**src/rtl/sm83_pkg.sv**
```systemverilog
// Shared sm83 bus types plus the timer register addresses, TAC layout and reload FSM states.
package sm83_pkg;
  typedef logic [15:0] addr_t;
  typedef logic [7:0]  data_t;

  localparam addr_t TIMER_DIV_ADDR  = 16'hFF04;
  localparam addr_t TIMER_TIMA_ADDR = 16'hFF05;
  localparam addr_t TIMER_TMA_ADDR  = 16'hFF06;
  localparam addr_t TIMER_TAC_ADDR  = 16'hFF07;

  typedef struct packed {
    logic       enable;
    logic [1:0] sel;
  } tac_t;

  typedef enum logic {
    TMR_IDLE,
    TMR_RELOAD
  } timer_state_t;
endpackage

```
**src/rtl/sm83_timer.sv**
```systemverilog
// DIV/TIMA/TMA/TAC timer: free-running divider, selectable falling-edge TIMA tick,
// and a delayed TMA reload that raises a one-cycle irq.
module sm83_timer
  import sm83_pkg::*;
#(
  parameter int    RELOAD_DELAY = 4,
  parameter addr_t BASE_ADDR    = TIMER_DIV_ADDR
) (
  input  logic  clk,
  input  logic  rst_n,
  input  addr_t addr,
  input  data_t w_data,
  input  logic  w_wen,
  output data_t r_data,
  output logic  r_hit,
  output logic  irq
);
  localparam logic [1:0] OFS_DIV    = 2'(TIMER_DIV_ADDR - TIMER_DIV_ADDR);
  localparam logic [1:0] OFS_TIMA   = 2'(TIMER_TIMA_ADDR - TIMER_DIV_ADDR);
  localparam logic [1:0] OFS_TMA    = 2'(TIMER_TMA_ADDR - TIMER_DIV_ADDR);
  localparam logic [1:0] OFS_TAC    = 2'(TIMER_TAC_ADDR - TIMER_DIV_ADDR);
  localparam logic [2:0] DELAY_INIT = 3'(RELOAD_DELAY - 1);

  logic [15:0]  sys_cnt_q, sys_cnt_d;
  data_t        tima_q;
  data_t        tma_q, tma_d;
  tac_t         tac_q, tac_d;
  timer_state_t state_q;
  logic [2:0]   delay_q;
  logic         tick_prev_q;
  logic         irq_q;

  addr_t      ofs;
  logic       wr_div, wr_tima, wr_tma, wr_tac;
  logic [3:0] taps;
  logic       tick_now, tick_fall;

  assign ofs     = addr - BASE_ADDR;
  assign r_hit   = (ofs[15:2] == 14'd0);
  assign wr_div  = w_wen & r_hit & (ofs[1:0] == OFS_DIV);
  assign wr_tima = w_wen & r_hit & (ofs[1:0] == OFS_TIMA);
  assign wr_tma  = w_wen & r_hit & (ofs[1:0] == OFS_TMA);
  assign wr_tac  = w_wen & r_hit & (ofs[1:0] == OFS_TAC);

  // Divider taps indexed by TAC.sel: 00->bit9, 01->bit3, 10->bit5, 11->bit7.
  assign taps      = {sys_cnt_q[7], sys_cnt_q[5], sys_cnt_q[3], sys_cnt_q[9]};
  assign tick_now  = tac_q.enable & taps[tac_q.sel];
  assign tick_fall = tick_prev_q & ~tick_now;

  assign sys_cnt_d = wr_div ? 16'd0 : sys_cnt_q + 16'd1;
  assign tma_d     = wr_tma ? w_data : tma_q;
  assign tac_d     = wr_tac ? tac_t'(w_data[2:0]) : tac_q;
  assign irq       = irq_q;

  always_ff @(posedge clk or negedge rst_n) begin
    if (!rst_n) begin
      sys_cnt_q   <= 16'd0;
      tima_q      <= 8'h00;
      tma_q       <= 8'h00;
      tac_q       <= '0;
      state_q     <= TMR_IDLE;
      delay_q     <= 3'd0;
      tick_prev_q <= 1'b0;
      irq_q       <= 1'b0;
    end else begin
      sys_cnt_q   <= sys_cnt_d;
      tma_q       <= tma_d;
      tac_q       <= tac_d;
      tick_prev_q <= tick_now;
      irq_q       <= 1'b0;
      if (wr_tima) begin
        // A CPU write wins over any increment and abandons a pending reload.
        tima_q  <= w_data;
        state_q <= TMR_IDLE;
        delay_q <= 3'd0;
      end else if (state_q == TMR_RELOAD && delay_q == 3'd0) begin
        tima_q  <= tma_d;
        irq_q   <= 1'b1;
        state_q <= TMR_IDLE;
      end else begin
        if (state_q == TMR_RELOAD) begin
          delay_q <= delay_q - 3'd1;
        end
        if (tick_fall) begin
          if (tima_q == 8'hFF) begin
            tima_q  <= 8'h00;
            state_q <= TMR_RELOAD;
            delay_q <= DELAY_INIT;
          end else begin
            tima_q <= tima_q + 8'h01;
          end
        end
      end
    end
  end

  always_comb begin
    r_data = 8'h00;
    if (r_hit) begin
      case (ofs[1:0])
        OFS_DIV:  r_data = sys_cnt_q[15:8];
        OFS_TIMA: r_data = tima_q;
        OFS_TMA:  r_data = tma_q;
        default:  r_data = {5'b11111, tac_q};
      endcase
    end
  end
endmodule

```
**config.mk**
```make
export PLATFORM = sky130hd
export DESIGN_NAME = sm83_timer
export DESIGN_NICKNAME = d
export VERILOG_FILES = /design/src/rtl/sm83_pkg.sv /design/src/rtl/sm83_timer.sv
export SDC_FILE = /design/constraint.sdc
export NUM_CORES = 1
export LEC_CHECK = 0
export BUFFER_PORTS_ARGS = -buffer_cell sky130_fd_sc_hd__buf_2
export CELL_PAD_IN_SITES_DETAIL_PLACEMENT = 1
export CELL_PAD_IN_SITES_GLOBAL_PLACEMENT = 1
export CORE_ASPECT_RATIO = 0.75
export CORE_MARGIN = 2
export CORE_UTILIZATION = 44
export CTS_BUF_LIST = sky130_fd_sc_hd__clkbuf_16
export DETAILED_ROUTE_END_ITERATION = 8
export GPL_TIMING_DRIVEN = 1
export PLACE_DENSITY = 0.85
export SYNTH_ARGS = -nofsm -noshare
export SYNTH_HDL_FRONTEND = slang
export SYNTH_SLANG_ARGS = --single-unit
```
**constraint.sdc**
```tcl
create_clock -name clk -period 2.2 [get_ports clk]
set_input_delay 0.33 -clock clk [delete_from_list [all_inputs] [get_ports clk]]
set_output_delay 0.33 -clock clk [all_outputs]
set_load 0.02 [all_outputs]
```
==> summary.txt <==
Synth
  – Post-synthesis xor/xnor area fraction: 0.0457
  – Largest family of logic cells by synthesized area: simple AND/OR/NAND/NOR gates
  – Asr flop ratio synth: 1.00
  – Register area share after synthesis: 0.411
  – Mapped cell area: 2490 µm²
  – Synth Area per Inst: 9.63 µm²
  – Multiplexer share of the synthesized area: 0.115
  – EDFF count, synth: 0
  – Simple-Gate Fraction of Synth Area: 0.243
  – Ys Warns: 0
  – Syn nets: 290
  – Ys flop type: dfrtp_1
  – Syn Inst Count: 259
  – Yosys reg bits: 41
  – Synth Area in Compound Gates: 0.138
  – Post-Synth Adder-Cell Area: 0.0201
  – Synth unique cells: 50

Worst hold path
  – Type of the tightest min-delay check: input pin to flop
  – Hold Startpoint: w_data[6]
  – Hold path endpoint: tma_q[6]
  – WHS Path Cells: 2

Finish
  – Final Instance Count excl. Fillers: 378
  – Commonest non-fill, non-tap cell in the layout: dfrtp_1
  – Ant diodes: 0
  – Final instance area: 2940 µm²
  – Register area: 1030 µm²
  – Area of the multi-input gates: 1400 µm²
  – P&R area growth vs syn: 17.7%
  – Commonest cells after routing, fill and taps aside: dfrtp_1, buf_2, nor2_1, nand2_1, nand3_1
  – Layout Nets: 333
  – Layout cells sized above 1: 0.267
  – Final Core Density: 0.543
  – Fill cells: 651

Die
  – Die Y: 69.2 µm
  – IO Count: 37
  – Die area: 6290 µm²
  – Row cnt: 23
  – Core Area: 5410 µm²
  – Die Width: 90.9 µm
  – Initial Util: 0.461

GRT
  – Remaining Overflow, GRT: 0
  – Met1 Use GR: 0.339
  – GR Util met3: 0.0522
  – Pin count of the biggest net entering global routing: 21
  – Grt peak-use layer: met2
  – Initial antenna violation count: 0
  – Tot GR Track Use: 0.254
  – Vias in the first global route: 2414
  – First-pass GRT wire length: 12.7 mm
  – GR Layer Usage met2: 0.421

STA
  – Final setup fails: 0
  – Fin Setup TNS: 0 ps
  – Fin. Hold Viols: 0
  – Final Cycle Share: 0.931
  – RSZ-0062 raised after global routing: no
  – Final Max Tran Viols: 0
  – Hold slack: 307 ps
  – Final Critical Period: 2050 ps
  – Highest clock rate: 0.488 GHz
  – Clock skew: 8.78 ps
  – Worst-margin pin slew: 494 ps
  – Max_slew headroom: 0.667

Critical path
  – Largest delay share family, worst path: simple AND/OR/NAND/NOR gates
  – Crit-path max cell delay: 330 ps
  – Critical path startpoint category: input pin
  – Crit Path Class: input pin to output port
  – Worst Path Arrival: 1720 ps
  – Crit end category: output port
  – R2r setup slk: 160 ps
  – Crit Path Max Fanout: 9
  – Cell count along the critical path: 6
  – CP bufs+invs: 2
  – Most used cell, CP: buf_2
  – Slowest-stage cell, CP: nand3_1
  – Worst-case reg-to-reg path depth: 6
  – End of the worst register-to-register path: delay_q[0]
  – Worst EP required: 1870 ps
  – Sequence of cells on the critical path: buf_2 > and4b_1 > and3_1 > nand3_1 > nor2b_1 > buf_2
  – Worst R2R Start: sys_cnt_q[5]

Power
  – Peak supply drop: 0.000593 V
  – Pwr Density: 552 nW/µm²
  – Leak: 1.43 nW

Clock network
  – CTS clk-pin slew, worst paths: 60 ps
  – CTS tree: yes
  – Clock sinks: 41
  – Inserted Clock Buffers: 5
  – Max H-tree Level: 2
  – Clk buf depth: 2
  – Clock root buffer: clkbuf_16
  – Worst skew pair latency: 280 ps

Placement
  – Placed Area: 2790 µm²
  – Post-placement cell count: 369
  – Port Buffers: 36
  – HPWL Detailed: 5.46 mm
  – Placer congestion estimate: 0.831

Detailed routing
  – DRT iter0 DRCs: 147
  – Final wirelength: 7.77 mm
  – Vias: 2329
  – DR WL/cell: 20.6 µm
  – Routed Antenna Nets: 0
  – Vias/cell: 6.16
  – DR pass1 iterations: 5
  – DRC: 0

Run status
  – Status: finished clean

Job
  – Max-Cap Viols: 0
## cell usage after synthesis, types with 2 or more instances
library cell   n  area [µm²]
mux4_1         2        52.6
o211ai_1       2        15.0
or3_1          3        18.8
mux2_2        16         180
ha_1           4        50.1
nand2_1       19        71.3
a211oi_1       3        22.5
dfrtp_1       41        1030
nand2b_1       3        18.8
a21oi_1       13        65.1
nand4_1        2        12.5
a32o_1         2        20.0
clkbuf_1       2        7.51
o21ai_1        2        10.0
mux4_2         2        45.0
o311ai_0       2        17.5
xor2_1         7        61.3
nand3_1       17        85.1
o21ai_0       11        55.1
and2_1         3        18.8
buf_1          2        7.51
inv_1          6        22.5
o22ai_1        6        37.5
nor2_1        33         124
nor2b_1        5        31.3
and3_2         2        15.0
nand3b_1       2        15.0
a31oi_1        6        37.5
xnor2_1        6        52.6
and4_1         2        17.5
and3_1        11        68.8
buf_2          4        20.0
## area by class of cell
cell class / instances / area share
inverters: 6 / 0.00767
clock inverters: 3 / 0.00469
flip-flops and latches: 41 / 0.350
well taps: 75 / 0.0320
repair buffers: 45 / 0.0853
clock buffers: 5 / 0.0426
multi-input cells: 203 / 0.478
## layer usage
| metal | wire length (µm) | up-vias |
|---|---|---|
| li1 | - | 1032 |
| met3 | 494 | 17 |
| met4 | 145 | 0 |
| met5 | 0 | - |
| met2 | 3730 | 116 |
| met1 | 3400 | 1164 |
## how the worst max path moves through the flow
stage	end	slack, ps	startpoint
final	r_data[2]	150	addr[7]
after global routing	delay_q[0]	30	tima_q[0]
after CTS	r_data[2]	140	addr[7]
after floorplan	r_data[1]	360	addr[0]
after global placement	tac_q[0]	170	addr[7]
after detailed placement	tac_q[2]	70	addr[7]
## report_power, final
part / internal, W / total (W) / switching, W
Sequential: 0.000773 / 0.000797 / 0.0000240
Combinational: 0.0000482 / 0.000115 / 0.0000666
Clock: 0.000412 / 0.000710 / 0.000298
Total: 0.00123 / 0.00162 / 0.000389
## repair_timing
action,CTS,global route
gates resized for setup,0,1
buffers inserted,0,0
setup endpoints to repair,0,2
hold buffers,1,0
endpoints found under the hold margin,14,0
## kinds of logic (layout without fill, tap and decap cells)
group,count (synthesis),after routing
xor gates and xnor gates,13,13
muxes,21,21
and+or+nand+nor,112,112
adders and majority gates,4,4
AOI/OAI and AO/OA,53,53
buffers and inverters,15,59
DFF,41,41
## metrics by stage
step	total power [W]	setup WS (ps)
floorplan	0.000854	362
global placement	0.000915	165
detailed placement	0.000922	67.2
CTS	0.00164	135
global route	0.00169	34.6
finish	0.00162	152
## state kept, by name (all words and copies together) (netlist names)
| name | flops |
|---|---|
| sys_cnt_q | 16 |
| tima_q | 8 |
| tma_q | 8 |
| delay_q | 3 |
| tac_q | 3 |
| irq | 1 |
| state_q | 1 |
| tick_prev_q | 1 |
Power figures use the tool's default switching activity.
